===== src/rtl/if_stage.sv =====
// if_stage: instruction fetch stage; owns the PC and the IF/ID pipeline register.
module if_stage #(
  parameter logic [31:0] PC_INIT = 32'h0000_0000
) (
  input  logic        CLK,
  input  logic        nRST,
  input  logic        ihit,
  input  logic [31:0] imemload,
  output logic        imemREN,
  output logic [31:0] imemaddr,
  input  logic        dmem_busy,
  input  logic        stall_lw,
  input  logic        redirect_en,
  input  logic [31:0] redirect_pc,
  input  logic        halt_in,
  output logic [31:0] ifid_instr,
  output logic [31:0] ifid_pcplus4,
  output logic        ifid_valid,
  output logic [5:0]  ifid_opc,
  output logic [4:0]  ifid_rs,
  output logic [4:0]  ifid_rt,
  output logic        halted,
  output logic [31:0] fetch_cnt
);
  typedef enum logic {RUN, HALTED} state_e;
  state_e      state_q, state_d;
  logic [31:0] pc_q, pc_d, instr_q, instr_d, pcp4_q, pcp4_d, cnt_q, cnt_d;
  logic        valid_q, valid_d;
  logic [31:0] pc_next;
  assign pc_next = pc_q + 32'd4;
  always_comb begin
    state_d = state_q;
    pc_d    = pc_q;
    instr_d = instr_q;
    pcp4_d  = pcp4_q;
    valid_d = valid_q;
    cnt_d   = cnt_q;
    if (state_q == RUN && !dmem_busy) begin
      if (redirect_en) begin
        pc_d    = redirect_pc;
        instr_d = '0;
        pcp4_d  = '0;
        valid_d = 1'b0;
      end else if (halt_in) begin
        state_d = HALTED;
        instr_d = '0;
        pcp4_d  = '0;
        valid_d = 1'b0;
      end else if (!stall_lw) begin
        // a missed fetch still drains IF/ID to a bubble
        instr_d = ihit ? imemload : '0;
        pcp4_d  = ihit ? pc_next : '0;
        valid_d = ihit;
        pc_d    = ihit ? pc_next : pc_q;
        cnt_d   = ihit ? cnt_q + 32'd1 : cnt_q;
      end
    end
  end
  always_ff @(posedge CLK or negedge nRST) begin
    if (!nRST) begin
      state_q <= RUN;
      pc_q    <= PC_INIT;
      instr_q <= '0;
      pcp4_q  <= '0;
      valid_q <= 1'b0;
      cnt_q   <= '0;
    end else begin
      state_q <= state_d;
      pc_q    <= pc_d;
      instr_q <= instr_d;
      pcp4_q  <= pcp4_d;
      valid_q <= valid_d;
      cnt_q   <= cnt_d;
    end
  end
  assign imemaddr     = pc_q;
  assign imemREN      = (state_q == RUN);
  assign halted       = (state_q == HALTED);
  assign ifid_instr   = instr_q;
  assign ifid_pcplus4 = pcp4_q;
  assign ifid_valid   = valid_q;
  assign ifid_opc     = instr_q[31:26];
  assign ifid_rs      = instr_q[25:21];
  assign ifid_rt      = instr_q[20:16];
  assign fetch_cnt    = cnt_q;
endmodule

===== config.mk =====
export PLATFORM = sky130hd
export DESIGN_NAME = if_stage
export DESIGN_NICKNAME = d
export VERILOG_FILES = /design/src/rtl/if_stage.sv
export SDC_FILE = /design/constraint.sdc
export NUM_CORES = 1
export LEC_CHECK = 0
export CORE_MARGIN = 3
export CORE_UTILIZATION = 45
export DETAILED_ROUTE_END_ITERATION = 8
export PLACE_DENSITY = 0.91
export SLEW_MARGIN = 20
export SYNTH_ARGS = -nofsm -noshare
export SYNTH_HDL_FRONTEND = slang
export SYNTH_SLANG_ARGS = --single-unit

===== constraint.sdc =====
create_clock -name CLK -period 2.48 [get_ports CLK]
set_clock_uncertainty 0.05 [all_clocks]
set_input_delay 0.496 -clock CLK [delete_from_list [all_inputs] [get_ports CLK]]
set_output_delay 0.496 -clock CLK [all_outputs]
set_load 0.05 [all_outputs]

; Word-level counts from Yosys, hierarchy flattened
; Cells that the tools add are included.
[classes]
addsub = 2
mul = 0
div_mod_pow = 0
order_cmp = 0
eq_ne = 3
shifts = 0
mux = 15
bitwise = 4
n_reduce_logical = 7
[ops]
columns = op, n
row1 = 32-bit two-way mux, 12
row2 = 32-bit by 1-bit adder with 32-bit output (second input constant), 1
row3 = 32-bit by 3-bit adder with 32-bit output (second input constant), 1
row4 = 5-bit AND reduction, 1
row5 = 1-bit inverter, 4
row6 = 4-bit AND reduction, 1
row7 = 1-bit two-way mux, 3
row8 = 3-bit by 1-bit inequality test with 1-bit output (second input constant), 1
row9 = 3-bit AND reduction, 1
row10 = 2-bit by 1-bit inequality test with 1-bit output (second input constant), 1
row11 = 2-bit inequality test (second input constant), 1
row12 = 2-bit AND reduction, 1
row13 = 2-bit nonzero test, 1
row14 = 1-bit logical AND, 1
row15 = 1-bit logical NOT, 1
[totals]
register_bits = 130
latchBits = 0
ramBits = 0
mem_bits_ro = 0
out_inout_bits = 147
elab_cells = 37
mem_count = 0

; Depth between registers and ports, before layout
; Gate-level depths: netlist of the first run.
[depth]
ltp_word = 5
mapped_depth = 7
mapped_depth_nobuf = 6

; Worst setup path after synthesis of the first run
; Ideal clock, no wire load.
[synth_path]
kind = register -> register
from = register pc_q[2] (netlist: imemaddr[2])
to = register pc_q[22] (netlist: imemaddr[22])
arrival_time_ns = 2.167
t_required_ns = 2.350
path_slack_ns = 0.184
path_stages_with_launch = 8
synth_period_minus_slack_ns = 2.296
path_cell_list = dfrtp_1 ha_1 nand3_2 nor4_4 buf_4 nand4_2 a21oi_1 a2bb2oi_1
[synth_via]
elab_chain_cells = 5
[synth_lines]
columns = element, line_no
row1 = from (decl), 27  ; logic [31:0] pc_q, pc_d, instr_q, instr_d, pcp4_q, pcp4_d, cnt_q, cnt_d;
row2 = from (signal assigned), 69  ; pc_q <= pc_d;
row3 = 32-bit by 3-bit adder with 32-bit output, 30  ; assign pc_next = pc_q + 32'd4;
row4 = 32-bit two-way mux, 54  ; pc_d = ihit ? pc_next : pc_q;
row5 = 32-bit two-way mux, 49  ; end else if (!stall_lw) begin
row6 = 32-bit two-way mux, 44  ; end else if (halt_in) begin
row7 = 32-bit two-way mux, 39  ; if (redirect_en) begin
; No other way between the ends. The select of a mux whose other input is x is not followed.
; A chain may end at the register's enable or synchronous reset.

; Final worst setup path of the first run
[layout_path]
from = register pc_q[4] (netlist: imemaddr[4])
to = output imemaddr[4]
[layout_lines]
columns = element, line_no
row1 = to (decl), 10  ; output logic [31:0] imemaddr,
; No word-level cell between the ends.

==> impl_metrics.tcl, run 1 <==
set metrics [dict create \
    status "finished with violations" \
    failed_checks "negative hold slack" \
    grt_start_max_net_pins 54 \
    ant_nets 0 \
    ioPinCount 218 \
    fp.coreArea_mm2 0.01335 \
    totalNegativeSetupSlack_ns 0 \
    drt-total-wl_um 19190 \
    crit_arrival_ns 1.84 \
    cts_root_buf "clkbuf_16" \
    rrSetupSlack_ns 0.27 \
    start_util 0.4651 \
    hp-class "input port to async pin" \
    antenna_found_initial 0 \
    synth.cell_area_mm2 0.006208 \
    grt_first_pass_wirelength_um 30260 \
    worstPathMaxFanout 7 \
    synthTopCellsByArea "dfrtp_1 52%, a22o_1 5.4%, xnor2_1 5.2%" \
    worstSetupStartpointType "flop" \
    grt_use_total 0.2576 \
    synth-seq-cells 130 \
    vias 5649 \
    die_area_mm2 0.01524 \
    power.total_uw 5656 \
    reg2reg_from "imemaddr[3]" \
    synth.largest_area_cell "dfrtp_1" \
    crit_path_end_kind "output port" \
    synthArstFlopShare 1.000 \
    n_antenna_cell 0 \
    yosysWarnings 0 \
    relSlewSlack 0.6019 \
    clock_sinks 130 \
    cts.htree.levels 4 \
    r2r-end "imemaddr[22]" \
    leakagePower_uw 0.003973 \
    worst_pin_slew_ns 0.5917 \
    synth_ff_type "dfrtp_1" \
    die_w_um 123.5 \
    drive_above_1_share 0.1017 \
    slew_viol_final 0 \
    die_h_um 123.5 \
    critPathTopFamily "buffers and inverters" \
    cts_buffers 17 \
    ff2ff_path_depth 7 \
    synth_top_area_frac 0.5240 \
    ys_seq_area_frac 0.5240 \
    area_delta_synth_final_pct 49.15 \
    vias_per_cell 5.638 \
    timing.max_cap.violations 0 \
    place.gp.congestion 0.8571 \
    fmaxAchievable_mhz 420.0 \
    critical-path-max-stage-delay_ns 0.87 \
    synth_cells 603 \
    slowest_stage "clkdlybuf4s50_1" \
    power_density_mw_per_mm2 610.8 \
    cts_buffer_depth 2 \
    synth_edf_count 0 \
    first_iter_violations 439 \
    vdd_drop_max_v 0.0004386 \
    drc 0 \
    ys_types 49 \
    grt-ovfl-total 0 \
    path_class "flop to output port" \
    rsz0062_at_grt "no" \
    numPortBuffers 217 \
    crit_chain "clkdlybuf4s50_1" \
    cp-startpoint "imemaddr[4]" \
    dp_hpwl_um 13720 \
    synth_fp_nets 676 \
    final_hold_viol_count 14 \
    fin_nets 886 \
    num_rows 42 \
    critPathRequiredTime_ns 1.93 \
    post-route-min-period_ns 2.381 \
    cts_tree "yes" \
    hold_slack_ns -0.009616 \
    path_clk_slew_ns 0.06 \
    cp.buffers_inverters 1 \
    final-setup-viol-count 0 \
    dr.pass1.iters 5 \
    min_period_over_period 0.9601 \
    insertion_delay_ns 0.42 \
    wl_per_cell_um 19.15 \
    first_global_vias 5485 \
    syn_avg_cell_area_um2 10.30 \
]
## layer usage
metal,share of wire,up-vias,track usage
li1,-,2575,-
met1,0.39,2765,0.3309
met2,0.49,278,0.4179
met3,0.094,31,0.06816
met4,0.023,0,0.09827
met5,0,-,0
## cells in the mapped netlist, types with 7 or more instances
cell type	n
nand2_1	73
nand3_1	21
inv_1	8
xor2_1	22
nand4_1	23
a21oi_1	22
a22oi_1	7
a22o_1	38
and3_1	15
buf_4	19
dfrtp_1	130
clkbuf_1	27
o21ai_1	13
nor2_1	30
nor3_1	7
buf_2	8
xnor2_1	37
o21ai_0	40
## kinds of logic after synthesis
logic type                 Yosys count  synth area share
xor gates and xnor gates            59           0.08323
and+or+nand+nor                    198            0.1729
DFF                                130            0.5240
adders and majority gates            2          0.004030
buffers and inverters               64           0.05179
AOI/OAI and AO/OA                  146            0.1572
muxes                                4          0.006852
## worst max path at each step
stage	to	slack (ns)	cells past startpoint
global placement	fetch_cnt[31]	0.1	6
finish	imemaddr[4]	0.1	1
global route	imemaddr[4]	0.05	1
detailed placement	fetch_cnt[29]	0.04	6
CTS	imemaddr[15]	0.02	1
floorplan	imemaddr[22]	0.18	7
## final cells by class
cell class / count / area, um^2
well taps: 176 / 220.2
repair buffers: 246 / 2429
multi-input cells: 409 / 2646
inverters: 9 / 33.78
clock buffers: 17 / 425.4
flip-flops and latches: 130 / 3253
clock inverters: 15 / 252.7
fillers: 979 / 4088
## metrics by stage
step | instances | setup slack, ns | hold WS [ns] | utilization | instance area (um^2)
floorplan | 603 | 0.1836 | 0.1504 | - | 6208
global placement | 970 | 0.09616 | 0.4121 | 0.6426 | 8577
detailed placement | 970 | 0.04188 | 0.4216 | 0.6426 | 8577
CTS | 1002 | 0.02104 | 0.002523 | 0.6934 | 9255
global route | 1002 | 0.05276 | 0.02028 | 0.6938 | 9260
finish | 1002 | 0.09895 | -0.009616 | 0.6938 | 9260
## power breakdown
part	total [uW]	switching, uW	internal (uW)
combinational	552	319	233
clock	2890	992	1900
sequential	2210	51.7	2160
## cell usage in the layout (no fill, tap or decap), types with 3 or more instances in the layout
cell             instances
o22ai_1                  5
inv_6                    4
nand3_1                 21
clkbuf_16               17
a2bb2oi_1                5
buf_12                   3
o21ai_1                 12
a22oi_1                  7
and4_1                   5
o311ai_1                 5
buf_4                   26
clkdlybuf4s50_1        213
a21oi_1                 22
nor4_4                   3
inv_1                    8
xor2_1                  22
and3_1                  15
nor4_1                   3
dfrtp_1                130
xnor2_1                 37
bufinv_16                6
nand4_1                 23
nand2_1                 73
a22o_1                  38
nor3_1                   7
nor2_1                  29
o21ai_0                 40
or3_1                    3
## registers in the layout, indices dropped and copies added, names as in the netlist
register      cells
ifid_pcplus4     32
imemaddr         32
ifid_instr       32
halted            1
ifid_valid        1
fetch_cnt        32
## worst reg2reg max path: cells and delay by family, from the launching register on
kind / cells / cell delay, ns
buffers and inverters: 1 / 0.25
flip-flops: 1 / 0.47
AO/OA/AOI/OAI: 2 / 0.35
adder cells (fa/ha/maj): 1 / 0.31
AND/OR/NAND/NOR: 3 / 0.69
## timing repair
item                                   in CTS  in global routing
resized for setup                           0                  2
endpoints found under the hold margin       0                  0
hold buffers                                0                  0
setup endpoints to repair                   0                  2
setup buffers                               0                  0
Power figures use the tool's default switching activity.
==> inputs of run 2 (changes only) <==
--- a/config.mk
+++ b/config.mk
@@ -6,9 +6,11 @@
 export NUM_CORES = 1
 export LEC_CHECK = 0
 export CORE_MARGIN = 3
-export CORE_UTILIZATION = 45
+export CORE_UTILIZATION = 30
+export CTS_CLUSTER_DIAMETER = 100
 export DETAILED_ROUTE_END_ITERATION = 8
-export PLACE_DENSITY = 0.91
+export PLACE_DENSITY = 0.68
+export SKIP_LAST_GASP = 1
 export SLEW_MARGIN = 20
 export SYNTH_ARGS = -nofsm -noshare
 export SYNTH_HDL_FRONTEND = slang
==> impl_metrics.tcl, run 2 (synthesized netlist as in run 1, its figures left out) <==
set metrics [dict create \
    status "finished clean" \
    fin_nets 885 \
    slowest_stage "clkdlybuf4s50_1" \
    ioPinCount 218 \
    worstPathMaxFanout 9 \
    power_frac_clock 0.460 \
    power_density_mw_per_mm2 554.2 \
    cp.buffers_inverters 1 \
    dp_hpwl_um 14340 \
    fp.coreArea_mm2 0.01991 \
    rsz0062_at_grt "no" \
    num_rows 51 \
    first_global_vias 5342 \
    p_sw_frac 0.2599 \
    relSlewSlack 0.4330 \
    crit_arrival_ns 1.82 \
    cts_tree "yes" \
    internal-power_uw 3799 \
    drive_above_1_share 0.09939 \
    fmaxAchievable_mhz 423.4 \
    antenna_found_initial 1 \
    final_hold_viol_count 0 \
    cts_buffers 17 \
    worst_pin_slew_ns 0.8428 \
    grt_start_max_net_pins 60 \
    vias_per_cell 5.052 \
    area_delta_synth_final_pct 49.19 \
    critPathRequiredTime_ns 1.93 \
    cts_buffer_depth 2 \
    stdcell_area_mm2 0.009263 \
    n_antenna_cell 0 \
    grt_use_total 0.1739 \
    clock_sinks 130 \
    min_period_over_period 0.9524 \
    die_area_mm2 0.02246 \
    crit_chain "clkdlybuf4s50_1" \
    numPortBuffers 217 \
    die_w_um 149.9 \
    post-route-min-period_ns 2.362 \
    critical-path-max-stage-delay_ns 0.88 \
    leakagePower_uw 0.003908 \
    slew_viol_final 0 \
    place.gp.congestion 0.8435 \
    path_class "flop to output port" \
    p_comb_frac 0.108 \
    grt_first_pass_wirelength_um 30620 \
    final-setup-viol-count 0 \
    ant_nets 0 \
    post_cts_buffers 0 \
    first_iter_violations 358 \
    hp-class "input port to async pin" \
    insertion_delay_ns 0.41 \
    path_clk_slew_ns 0.06 \
    crit_path_end_kind "output port" \
    vdd_drop_max_v 0.0003804 \
    critPathTopFamily "buffers and inverters" \
    dr.pass1.iters 5 \
    drc 0 \
    totalNegativeSetupSlack_ns 0 \
    drt-total-wl_um 19410 \
    layout_commonest_cell "clkdlybuf4s50_1" \
    vias 5507 \
    switchingPower_uw 1334 \
    timing.max_cap.violations 0 \
    die_h_um 149.9 \
    seqPwrFrac 0.431 \
    mostFrequentLayoutCells "213 x clkdlybuf4s50_1, 130 x dfrtp_1, 73 x nand2_1, 40 x o21ai_0, 38 x a22o_1" \
    final_util 0.4652 \
    cts_root_buf "clkbuf_16" \
    grt-ovfl-total 0 \
    start_util 0.3118 \
    cts.htree.levels 4 \
    postPlaceCellArea_mm2 0.008706 \
    wl_per_cell_um 17.81 \
    worstSetupStartpointType "flop" \
]
run 2: cell count changes in the layout (fill, tap and decap cells not counted), sizes merged:
| cell | delta |
|---|---|
| clkinv | +5 |
| bufinv | -5 |
| dlymetal6s2s | -1 |
| buf | -1 |
| clkinvlp | +1 |
| dlygate4sd2 | +1 |
| clkbuf | +2 |
| inv | -3 |
run 2: final cells by class:
| cell class | instances | area [um^2] |
|---|---|---|
| fill | 1879 | 10650 |
| clock inverter | 13 | 112.6 |
| inverter | 9 | 33.78 |
| sequential | 130 | 3253 |
| clock buffer | 19 | 442.9 |
| multi-input combinational | 409 | 2646 |
| tap | 265 | 331.6 |
| timing repair buffer | 245 | 2442 |
run 2: power groups by stage:
stage / Clock (uW) / Sequential [uW] / Combinational [uW]
after floorplan: 0 / 2380 / 137
after global placement: 0 / 2250 / 558
after detailed placement: 0 / 2250 / 563
after CTS: 2430 / 2210 / 565
after global routing: 2530 / 2220 / 593
final: 2360 / 2210 / 556
run 2: through the flow:
stage / hold slack (ns) / instances / total power, uW / setup WS [ns]
final: 0.01734 / 1090 / 5133 / 0.1180
after floorplan: 0.1504 / 603 / 2515 / 0.1836
after detailed placement: 0.4171 / 1058 / 2813 / -0.03308
after CTS: 0.02891 / 1090 / 5208 / 0.04940
after global routing: 0.03839 / 1090 / 5346 / 0.03591
after global placement: 0.4139 / 1058 / 2808 / -0.02110
run 2: worst paths after layout:
path | start | end | slack, ns | cells past startpoint
max in group asynchronous | nRST | ifid_instr[26] | 1.75 | 2
hold / removal | nRST | fetch_cnt[29] | 0.02 | 1
hold reg to reg | ifid_valid | ifid_valid | 0.43 | 2
setup / recovery | imemaddr[17] | imemaddr[17] | 0.12 | 1
setup reg to reg | imemaddr[6] | imemaddr[19] | 0.17 | 5
min in group CLK | redirect_en | halted | 0.34 | 2
run 2: timing repair:
item,4_1_cts,5_1_grt
gates resized for setup,1,1
endpoints found under the setup margin,1,1
pin swaps,0,0
hold buffers,0,0
gates cloned,0,0
run 2: metal layers:
metal	up-vias	track usage	part of all wire
met5	-	0	0.00067
met3	14	0.05148	0.085
met2	219	0.2769	0.47
met1	2698	0.2340	0.44
met4	2	0.04117	0.0073
li1	2574	-	-
==> inputs of run 3 (changes only) <==
--- a/config.mk
+++ b/config.mk
@@ -9,6 +9,7 @@
 export CORE_UTILIZATION = 30
 export CTS_CLUSTER_DIAMETER = 100
 export DETAILED_ROUTE_END_ITERATION = 8
+export GPL_ROUTABILITY_DRIVEN = 0
 export PLACE_DENSITY = 0.68
 export SKIP_LAST_GASP = 1
 export SLEW_MARGIN = 20
==> results of run 3 <==
The final DEF is identical to that of run 2; final timing and power are the same.
